## config.mk

```make
export PLATFORM = sky130hd
export DESIGN_NAME = lsb_mem_unit
export DESIGN_NICKNAME = d
export VERILOG_FILES = /design/src/rtl/lsb_mem_unit.sv
export SDC_FILE = /design/constraint.sdc
export NUM_CORES = 1
export LEC_CHECK = 0
export ABC_AREA = 1
export CORE_MARGIN = 5
export CORE_UTILIZATION = 32
export DETAILED_ROUTE_END_ITERATION = 10
export GPL_TIMING_DRIVEN = 0
export PLACE_DENSITY = 0.51
export SLEW_MARGIN = 20
export SYNTH_ARGS = -nofsm -noshare
export SYNTH_HDL_FRONTEND = slang
export SYNTH_SLANG_ARGS = --single-unit
export TNS_END_PERCENT = 30
```

## constraint.sdc

```tcl
create_clock -name clk_in -period 3.15 [get_ports clk_in]
set_clock_uncertainty 0.1 [all_clocks]
set_input_delay 0.4725 -clock clk_in [delete_from_list [all_inputs] [get_ports clk_in]]
set_output_delay 0.4725 -clock clk_in [all_outputs]
set_load 0.005 [all_outputs]
```

## src/rtl/lsb_mem_unit.sv

```systemverilog
// Byte-serial data memory access unit sitting between the load/store buffer and the 8-bit RAM/IO bus.
// Optional build macro MISALIGN_CHECK_EN adds misalign_fault and traps misaligned H/W accesses.
module lsb_mem_unit #(
    parameter logic [31:0] IO_BASE = 32'h0003_0000,
    parameter logic [6:0]  LD_TYPE = 7'b0000011
) (
    input  logic        clk_in,
    input  logic        rst_in,
    input  logic        rdy_in,
    input  logic        rob_clear_up,
    input  logic        lsb_visit_mem,
    input  logic [6:0]  op_type_in,
    input  logic [2:0]  op_in,
    input  logic [31:0] addr_in,
    input  logic [31:0] store_val_in,
    output logic        cache_welcome_signal,
    output logic        cache_ready,
    output logic        is_load,
    output logic [31:0] load_val_out,
    input  logic [7:0]  mem_din,
    output logic [7:0]  mem_dout,
    output logic [31:0] mem_a,
    output logic        mem_wr,
    input  logic        io_buffer_full,
`ifdef MISALIGN_CHECK_EN
    output logic        misalign_fault,
`endif
    output logic [1:0]  o_dbg_state
);

    // Handshake: a request is taken on a clock edge where lsb_visit_mem, cache_welcome_signal
    // and rdy_in are all high; completion is the one-cycle cache_ready pulse.
    typedef enum logic [1:0] {
        ST_IDLE  = 2'd0,
        ST_LOAD  = 2'd1,
        ST_STORE = 2'd2
    } state_t;

    state_t      r_state, w_state_nxt;
    logic [2:0]  r_cnt, w_cnt_nxt;
    logic [2:0]  r_op, w_op_nxt;
    logic [31:0] r_addr, w_addr_nxt;
    logic [31:0] r_data, w_data_nxt;
    logic [23:0] r_buf, w_buf_nxt;
    logic        r_flushed, w_flushed_nxt;
    logic        r_cache_ready, w_cache_ready_nxt;
    logic        r_is_load, w_is_load_nxt;
    logic [31:0] r_load_val, w_load_val_nxt;
    logic [7:0]  r_mem_dout, w_mem_dout_nxt;
    logic [31:0] r_mem_a, w_mem_a_nxt;
    logic        r_mem_wr, w_mem_wr_nxt;

    logic        w_accept;
    logic        w_acc_load;
    logic        w_misalign;
    logic [2:0]  w_cnt_inc;
    logic        w_last;
    logic [31:0] w_next_addr;
    logic [31:0] w_ext;

    function automatic logic [2:0] size_of(input logic [1:0] sz);
        case (sz)
            2'b00:   size_of = 3'd1;
            2'b01:   size_of = 3'd2;
            default: size_of = 3'd4;
        endcase
    endfunction

    function automatic logic [7:0] byte_of(input logic [31:0] d, input logic [1:0] k);
        case (k)
            2'd0:    byte_of = d[7:0];
            2'd1:    byte_of = d[15:8];
            2'd2:    byte_of = d[23:16];
            default: byte_of = d[31:24];
        endcase
    endfunction

    function automatic logic io_stall(input logic [31:0] a, input logic full);
        io_stall = (a >= IO_BASE) && full;
    endfunction

    assign w_accept    = (r_state == ST_IDLE) && lsb_visit_mem && !rob_clear_up;
    assign w_acc_load  = (op_type_in == LD_TYPE);
    assign w_cnt_inc   = r_cnt + 3'd1;
    assign w_last      = (w_cnt_inc == size_of(r_op[1:0]));
    assign w_next_addr = r_addr + {29'd0, w_cnt_inc};

`ifdef MISALIGN_CHECK_EN
    assign w_misalign = ((op_in[1:0] == 2'b01) && addr_in[0]) ||
                        (op_in[1] && (addr_in[1:0] != 2'b00));
`else
    assign w_misalign = 1'b0;
`endif

    // The final byte comes straight from the bus so the result is ready on the last edge.
    always_comb begin
        w_ext = 32'd0;
        case (r_op[1:0])
            2'b00:   w_ext = {{24{mem_din[7] & ~r_op[2]}}, mem_din};
            2'b01:   w_ext = {{16{mem_din[7] & ~r_op[2]}}, mem_din, r_buf[7:0]};
            default: w_ext = {mem_din, r_buf[23:0]};
        endcase
    end

    always_comb begin
        w_state_nxt       = r_state;
        w_cnt_nxt         = r_cnt;
        w_op_nxt          = r_op;
        w_addr_nxt        = r_addr;
        w_data_nxt        = r_data;
        w_buf_nxt         = r_buf;
        w_flushed_nxt     = r_flushed;
        w_cache_ready_nxt = 1'b0;
        w_is_load_nxt     = 1'b0;
        w_load_val_nxt    = r_load_val;
        w_mem_dout_nxt    = r_mem_dout;
        w_mem_a_nxt       = r_mem_a;
        w_mem_wr_nxt      = r_mem_wr;
        case (r_state)
            ST_IDLE: begin
                if (w_accept) begin
                    w_op_nxt      = op_in;
                    w_addr_nxt    = addr_in;
                    w_data_nxt    = store_val_in;
                    w_cnt_nxt     = 3'd0;
                    w_flushed_nxt = 1'b0;
                    if (w_misalign) begin
                        w_cache_ready_nxt = 1'b1;
                        w_is_load_nxt     = w_acc_load;
                        w_load_val_nxt    = 32'd0;
                        w_mem_wr_nxt      = 1'b0;
                    end else if (w_acc_load) begin
                        w_state_nxt  = ST_LOAD;
                        w_mem_a_nxt  = addr_in;
                        w_mem_wr_nxt = 1'b0;
                    end else begin
                        w_state_nxt    = ST_STORE;
                        w_mem_a_nxt    = addr_in;
                        w_mem_dout_nxt = store_val_in[7:0];
                        w_mem_wr_nxt   = !io_stall(addr_in, io_buffer_full);
                    end
                end
            end
            ST_LOAD: begin
                if (rob_clear_up) begin
                    w_state_nxt  = ST_IDLE;
                    w_cnt_nxt    = 3'd0;
                    w_mem_a_nxt  = 32'd0;
                    w_mem_wr_nxt = 1'b0;
                end else if (w_last) begin
                    w_state_nxt       = ST_IDLE;
                    w_cnt_nxt         = 3'd0;
                    w_mem_a_nxt       = 32'd0;
                    w_load_val_nxt    = w_ext;
                    w_is_load_nxt     = 1'b1;
                    w_cache_ready_nxt = 1'b1;
                end else begin
                    case (r_cnt[1:0])
                        2'd0:    w_buf_nxt[7:0]   = mem_din;
                        2'd1:    w_buf_nxt[15:8]  = mem_din;
                        default: w_buf_nxt[23:16] = mem_din;
                    endcase
                    w_cnt_nxt   = w_cnt_inc;
                    w_mem_a_nxt = w_next_addr;
                end
            end
            ST_STORE: begin
                // A flushed store is already committed: it completes silently.
                w_flushed_nxt = r_flushed | rob_clear_up;
                if (r_mem_wr) begin
                    if (w_last) begin
                        w_state_nxt       = ST_IDLE;
                        w_cnt_nxt         = 3'd0;
                        w_mem_a_nxt       = 32'd0;
                        w_mem_wr_nxt      = 1'b0;
                        w_load_val_nxt    = 32'd0;
                        w_cache_ready_nxt = !(r_flushed | rob_clear_up);
                    end else begin
                        w_cnt_nxt      = w_cnt_inc;
                        w_mem_a_nxt    = w_next_addr;
                        w_mem_dout_nxt = byte_of(r_data, w_cnt_inc[1:0]);
                        w_mem_wr_nxt   = !io_stall(w_next_addr, io_buffer_full);
                    end
                end else begin
                    w_mem_wr_nxt = !io_stall(r_mem_a, io_buffer_full);
                end
            end
            default: begin
                w_state_nxt  = ST_IDLE;
                w_mem_wr_nxt = 1'b0;
            end
        endcase
    end

    always_ff @(posedge clk_in or negedge rst_in) begin
        if (!rst_in) begin
            r_state       <= ST_IDLE;
            r_cnt         <= 3'd0;
            r_op          <= 3'd0;
            r_addr        <= 32'd0;
            r_data        <= 32'd0;
            r_buf         <= 24'd0;
            r_flushed     <= 1'b0;
            r_cache_ready <= 1'b0;
            r_is_load     <= 1'b0;
            r_load_val    <= 32'd0;
            r_mem_dout    <= 8'd0;
            r_mem_a       <= 32'd0;
            r_mem_wr      <= 1'b0;
        end else if (rdy_in) begin
            r_state       <= w_state_nxt;
            r_cnt         <= w_cnt_nxt;
            r_op          <= w_op_nxt;
            r_addr        <= w_addr_nxt;
            r_data        <= w_data_nxt;
            r_buf         <= w_buf_nxt;
            r_flushed     <= w_flushed_nxt;
            r_cache_ready <= w_cache_ready_nxt;
            r_is_load     <= w_is_load_nxt;
            r_load_val    <= w_load_val_nxt;
            r_mem_dout    <= w_mem_dout_nxt;
            r_mem_a       <= w_mem_a_nxt;
            r_mem_wr      <= w_mem_wr_nxt;
        end
    end

`ifdef MISALIGN_CHECK_EN
    logic r_fault;
    always_ff @(posedge clk_in or negedge rst_in) begin
        if (!rst_in) begin
            r_fault <= 1'b0;
        end else if (rdy_in) begin
            r_fault <= w_accept && w_misalign;
        end
    end
    assign misalign_fault = r_fault;
`endif

    // Write strobe is masked while frozen so a held byte is never written twice.
    assign mem_wr               = r_mem_wr & rdy_in;
    assign cache_welcome_signal = (r_state == ST_IDLE) && !rob_clear_up;
    assign cache_ready          = r_cache_ready;
    assign is_load              = r_is_load;
    assign load_val_out         = r_load_val;
    assign mem_dout             = r_mem_dout;
    assign mem_a                = r_mem_a;
    assign o_dbg_state          = r_state;

endmodule

```

* After elaboration in Yosys (flattened, before gate mapping)
Cells that the tools add are included.
** Storage, ports and cells
- Flip-flop bits (word level) :: 172
- Input port bits :: 88
** Cells by class
- Order comparisons :: 3
- Bitwise operators :: 7
- Add/subtract/negate cells :: 2
- Muxes and demuxes :: 43
- Eq/ne operators :: 16
- Reduce and logical (&&, ||, !) cells :: 29
** Operator list (number)
- 2-to-1 mux 32 bit :: 8
- one-hot mux 32 bit (2 select lines) :: 2
- greater-or-equal comparator 32 x 18 -> 1 bit (second input constant) :: 3
- one-hot mux 32 bit (3 select lines) :: 1
- adder 32 x 3 -> 32 bit :: 1
- 2-to-1 mux 8 bit :: 4
- one-hot mux 8 bit (3 select lines) :: 1
- inequality test 2 bit (second input constant) :: 8
- one-hot mux 8 bit (2 select lines) :: 1
- AND reduction 5 bit :: 3
- 2-to-1 mux 3 bit :: 4
- AND reduction 3 bit :: 4
- AND reduction 6 bit :: 2
- 2-to-1 mux 1 bit :: 11
- 2-to-1 mux 2 bit :: 5
- one-hot mux 3 bit (3 select lines) :: 1
- == test 2 x 1 -> 1 bit (second input constant) :: 4
- logical NOT 2 bit :: 4
- == test 7 x 2 -> 1 bit (second input constant) :: 1
- logical AND 1 bit :: 6
- one-hot mux 2 bit (3 select lines) :: 1
- one-hot mux 3 bit (2 select lines) :: 1
- logical NOT 1 bit :: 5
- == test 2 bit (second input constant) :: 2
- other kinds (11) :: 17

* Depth between registers and ports, before layout
- Depth after elaboration :: 8
- Depth in mapped cells :: 20
- Gate-level depth less buffers :: 20

* Worst setup path after synthesis
OpenSTA, ideal clock, no wires.
- Path type :: register to register
- Start :: reg r_cnt[0]
- End :: reg r_mem_wr
- Library setup time :: 65 ps
- Cell stages (with the launch flop) :: 21
- Path slack :: 697 ps
- Arrival :: 2289 ps
- Cells stage by stage :: dfrtp_1 > inv_1 > ha_1 > fa_1 > nand3_1 > nand2_1 > nand2_2 > nor2_2 > nand2_1 > nand2_1 > nand2_1 > nand2_1 > inv_1 > nand2_1 > nor2_1 > nand2_1 > nand2_1 > nand2_1 > nand2_1 > nand2_1 > nand2_1
** Between the ends
- Word-level cells in the longest chain between the ends :: 8
- Elaborated cells between the ends (all ways) :: 9
- Those cells by class :: add/sub (2); order compare (1); eq/ne (1); mux (3); reduce/logical (2)
** Ends and longest elaborated chain
- start: declaration :: line 40 : logic [2:0] r_cnt, w_cnt_nxt;
- start signal: assignment :: line 212 : r_cnt <= w_cnt_nxt;
- adder 3 x 1 -> 3 bit (*) :: line 84 : assign w_cnt_inc = r_cnt + 3'd1;
- adder 32 x 3 -> 32 bit :: line 86 : assign w_next_addr = r_addr + {29'd0, w_cnt_inc};
- greater-or-equal comparator 32 x 18 -> 1 bit :: line 79 : io_stall = (a >= IO_BASE) && full;
- logical AND 1 bit :: line 79
- logical NOT 1 bit :: line 182 : w_mem_wr_nxt = !io_stall(w_next_addr, io_buffer_full);
- 2-to-1 mux 1 bit (*) :: line 171 : if (w_last) begin
- 2-to-1 mux 1 bit (*) :: line 170 : if (r_mem_wr) begin
- one-hot mux 1 bit (3 select lines) (*) :: line 119 : case (r_state)
- end signal: assignment :: line 223 : r_mem_wr <= w_mem_wr_nxt;
- end: declaration :: line 51 : logic r_mem_wr, w_mem_wr_nxt;
Mark *: on every way between the ends. The rest lies on a longest branch, timed or not.
A chain may end at the register's enable or synchronous reset.

* Worst setup path after layout
Ends and elaborated chain as after synthesis.

==> impl_results.md <==
- Initial antenna violation count: 0
- Internal: 6330 uW
- P&R area growth vs syn: 31.6%
- Synthesis Warnings: 0
- Kind of critical path: register to register
- Clk sinks: 172
- Hold WS: 0.385 ns
- Vias/cell: 4.84
- Sw Share: 0.405
- Synthesized flop and latch total: 172
- WP data arrival: 3.17 ns
- Worst r2r src: r_cnt[0]
- Seq/Total Area, Yosys: 0.486
- Commonest non-fill, non-tap cell in the layout: nand2_1
- Worst skew pair latency: approximately 0.44 ns
- Largest delay share family, worst path: simple AND/OR/NAND/NOR gates
- IO Count: 166
- Average wire per standard cell: 18.2 um
- HP Class: register to register
- Most used cell, CP: nand2_1
- CP Capture Type: register
- Peak VDD IR: a little over 0.4 mV
- F_max: 346 MHz
- Pwr Density: 914 mW/mm^2
- Routability cong.: about 0.9
- Clock transition at path regs: 0.07 ns
- Crit path buf inv count: 1
- Status: finished, final reports clean
- DIE AREA: 0.0311 mm^2
- Diode count: 0
- Worst Path Max Fanout: 7
- CP Cell Sequence: ha_1 -> xor2_2 -> ha_1 -> nand2_1 -> nand2_1 -> nand3_2 -> nor2_4 -> nand3_1 -> nand2_1 -> nand2_1 -> clkinv_1 -> nand2_1 -> nor2_1 -> nand2_1 -> nand2_1 -> nand2_1 -> nand2_1 -> nand2_1 -> nand2_1
- Hold_sp: r_buf[0]
- GRT overflow: 0
- Cells after Synth: 1,008
- Clock H-tree levels: 4
- DR vias: 7,673
- Post-DP HPWL: 22.4 mm
- Crit path launch: r_cnt[0]
- Least-Margin Pin Slew: 0.708 ns
- Post-Synthesis Net Count: 1,111
- Initial DRC count: 503
- Residual DRC: 0
- Combinational power share: 0.440
- First-pass iteration count of the detailed router: 6
- Chip Width: 176 um
- CTS buffer count: 17
- Pre-CTS setup slack: 0.0711 ns
- Initial core utilization: 0.327
- Share of layout cells above drive strength 1: 0.133
- CP max stage delay: between 0.4 and 0.5 ns
- Net Sw Power: ~4300 uW
- I/O Buffers: 165
- Leak: 0.00510 uW
- Largest net degree at the start of global routing: 61
- CTS root buf: clkbuf_16
- Period minus WS final: slightly below 3 ns
- Row cnt: 60
- Vias in the first global route: 7,821
- Slew Limit Fails: 0
- Maximum clock path buffer count: 2
- Slowest CP cell: dfrtp_2
- Fin nets: 1,302
- Gr usage total: 0.188
- Tot Pwr: 10,600 uW
- Global-route wire length before repair: between 40 and 50 mm
- EDFF count, synth: 0
- Mean area per synthesized cell: 8.78 um^2
- Post-synth cell types: 44
- RSZ-0062 raised after global routing: false
- Post-synth ARST share: 1.00
- Post-DRT Antenna Nets: 0
- Slew headroom: 0.524
- Final setup vio count: 0
- Clock network power share: 0.197
- Predominant post-synthesis flop cell: dfrtp_1
- Crit share post-route: 0.917
- Detailed Route WL: 28.9 mm
- Part of the power in registers: 0.364
- Req. time, crit path: between 3 and 4 ns
- Worst Setup Start Kind: register
- Most frequent cells in the layout: 241 x nand2_1, 171 x dfrtp_1, 164 x clkdlybuf4s50_1
- TNS Setup: 0 ns
- Max-Cap Viols: 0
- CTS tree: built
- Die height: 176 um
- Synthesized cell area: 0.00885 mm^2
- Post-layout worst setup margin: approximately 0.26 ns
- CORE AREA: 0.0271 mm^2
- Fin. Hold Viols: 0
## metrics by stage
step / cells / instance area [um^2] / utilization
floorplan: 1008 / 8850 / -
detailed placement: 1547 / 11000 / 0.407
CTS: 1580 / 11600 / 0.429
finish: 1584 / 11700 / 0.430
global placement: 1545 / 11000 / 0.405
global route: 1584 / 11700 / 0.430
## flip-flops by register name, summed over array words and instances (netlist names)
signal,cells
cache_ready,1
is_load,1
load_val_out,32
mem_a,32
mem_dout,8
o_dbg_state,2
r_addr,32
r_buf,24
r_cnt,3
r_data,32
r_flushed,1
r_mem_wr,1
r_op,3
## what timing repair did
item                       4_1_cts  5_1_grt
hold endpoints to repair        59        0
hold buffers                     1        0
gates resized for setup          0        5
setup endpoints to repair        0       11
buffers inserted                 0        4
## power by group through the flow
stage / clock, uW / combinational [uW] / sequential (uW)
finish: 2090 / 4680 / 3870
floorplan: 0 / 2730 / 3710
global route: 2230 / 5220 / 4010
detailed placement: 0 / 4670 / 3900
CTS: 2140 / 4690 / 3870
global placement: 0 / 4630 / 3900
## cells by family (layout without fill, tap and decap cells)
logic type               count (synthesis)  count (layout)  share of synthesized area
XOR/XNOR                                15              15                     0.0157
AND/OR/NAND/NOR                        414             414                      0.202
AO/OA/AOI/OAI                          215             215                      0.142
multiplexers                            57              57                     0.0725
adder cells (fa/ha/maj)                 15              15                     0.0220
buffers and inverters                  120             324                     0.0598
flip-flops                             172             172                      0.486
## worst min-delay path, cell delays in order (launching register included)
cell and delay (ns):
dfrtp_1 0.34, nand2_1 0.05, o21ai_0 0.06
## path summary, 6_finish.rpt
kind                       slack [ns]  depth (start not counted)               to
max                              0.26                         19         r_mem_wr
min                              0.38                          2         r_buf[0]
max reg2reg                      0.26                         19         r_mem_wr
min reg2reg                      0.38                          2         r_buf[0]
max in group asynchronous        1.51                          4       r_data[27]
min in group asynchronous        0.45                          2  load_val_out[4]
## Yosys cell counts, types with 2 or more instances
master       n  share of area
nand2_1    243           0.10
dfrtp_1    172           0.49
nor2_1      82          0.035
o21ai_0     76          0.043
inv_1       65          0.028
mux2_2      56          0.071
nand3_1     42          0.024
a21oi_1     40          0.023
o21ai_1     21          0.012
o211ai_1    20          0.017
buf_2       18          0.010
clkbuf_1    18         0.0076
a31oi_1     16          0.011
a22oi_1     15          0.013
o21a_1      15          0.013
ha_1        14          0.020
xor2_1      12          0.012
inv_2       10         0.0042
nand4_1      9         0.0064
nor2_2       9         0.0064
buf_6        7         0.0089
nand3b_1     7         0.0059
a2bb2oi_1    4         0.0040
nor3_1       4         0.0023
nand2_2      3         0.0021
nor2_4       3         0.0038
o31ai_1      3         0.0025
or2_2        3         0.0021
nand4_2      2         0.0028
nor4_1       2         0.0014
o221ai_1     2         0.0020
o22ai_1      2         0.0014
xnor2_1      2         0.0020
## area by class of cell
type	count	area (um^2)
inverter	76	285
fill	2732	15400
clock buffer	17	425
clock inverter	15	148
buffer	44	244
multi-input combinational	716	4030
tap	372	465
timing repair buffer	172	1750
sequential	172	4310
## layer usage
layer	wire [um]	up-vias	global-route usage	share of wire
met3	1100	27	0.0347	0.038
li1	-	3777	-	-
met4	457	0	0.0516	0.016
met5	0	-	0	0
met2	13400	173	0.299	0.46
met1	13900	3696	0.265	0.48
Note: power is estimated with default switching activity, not from simulation.
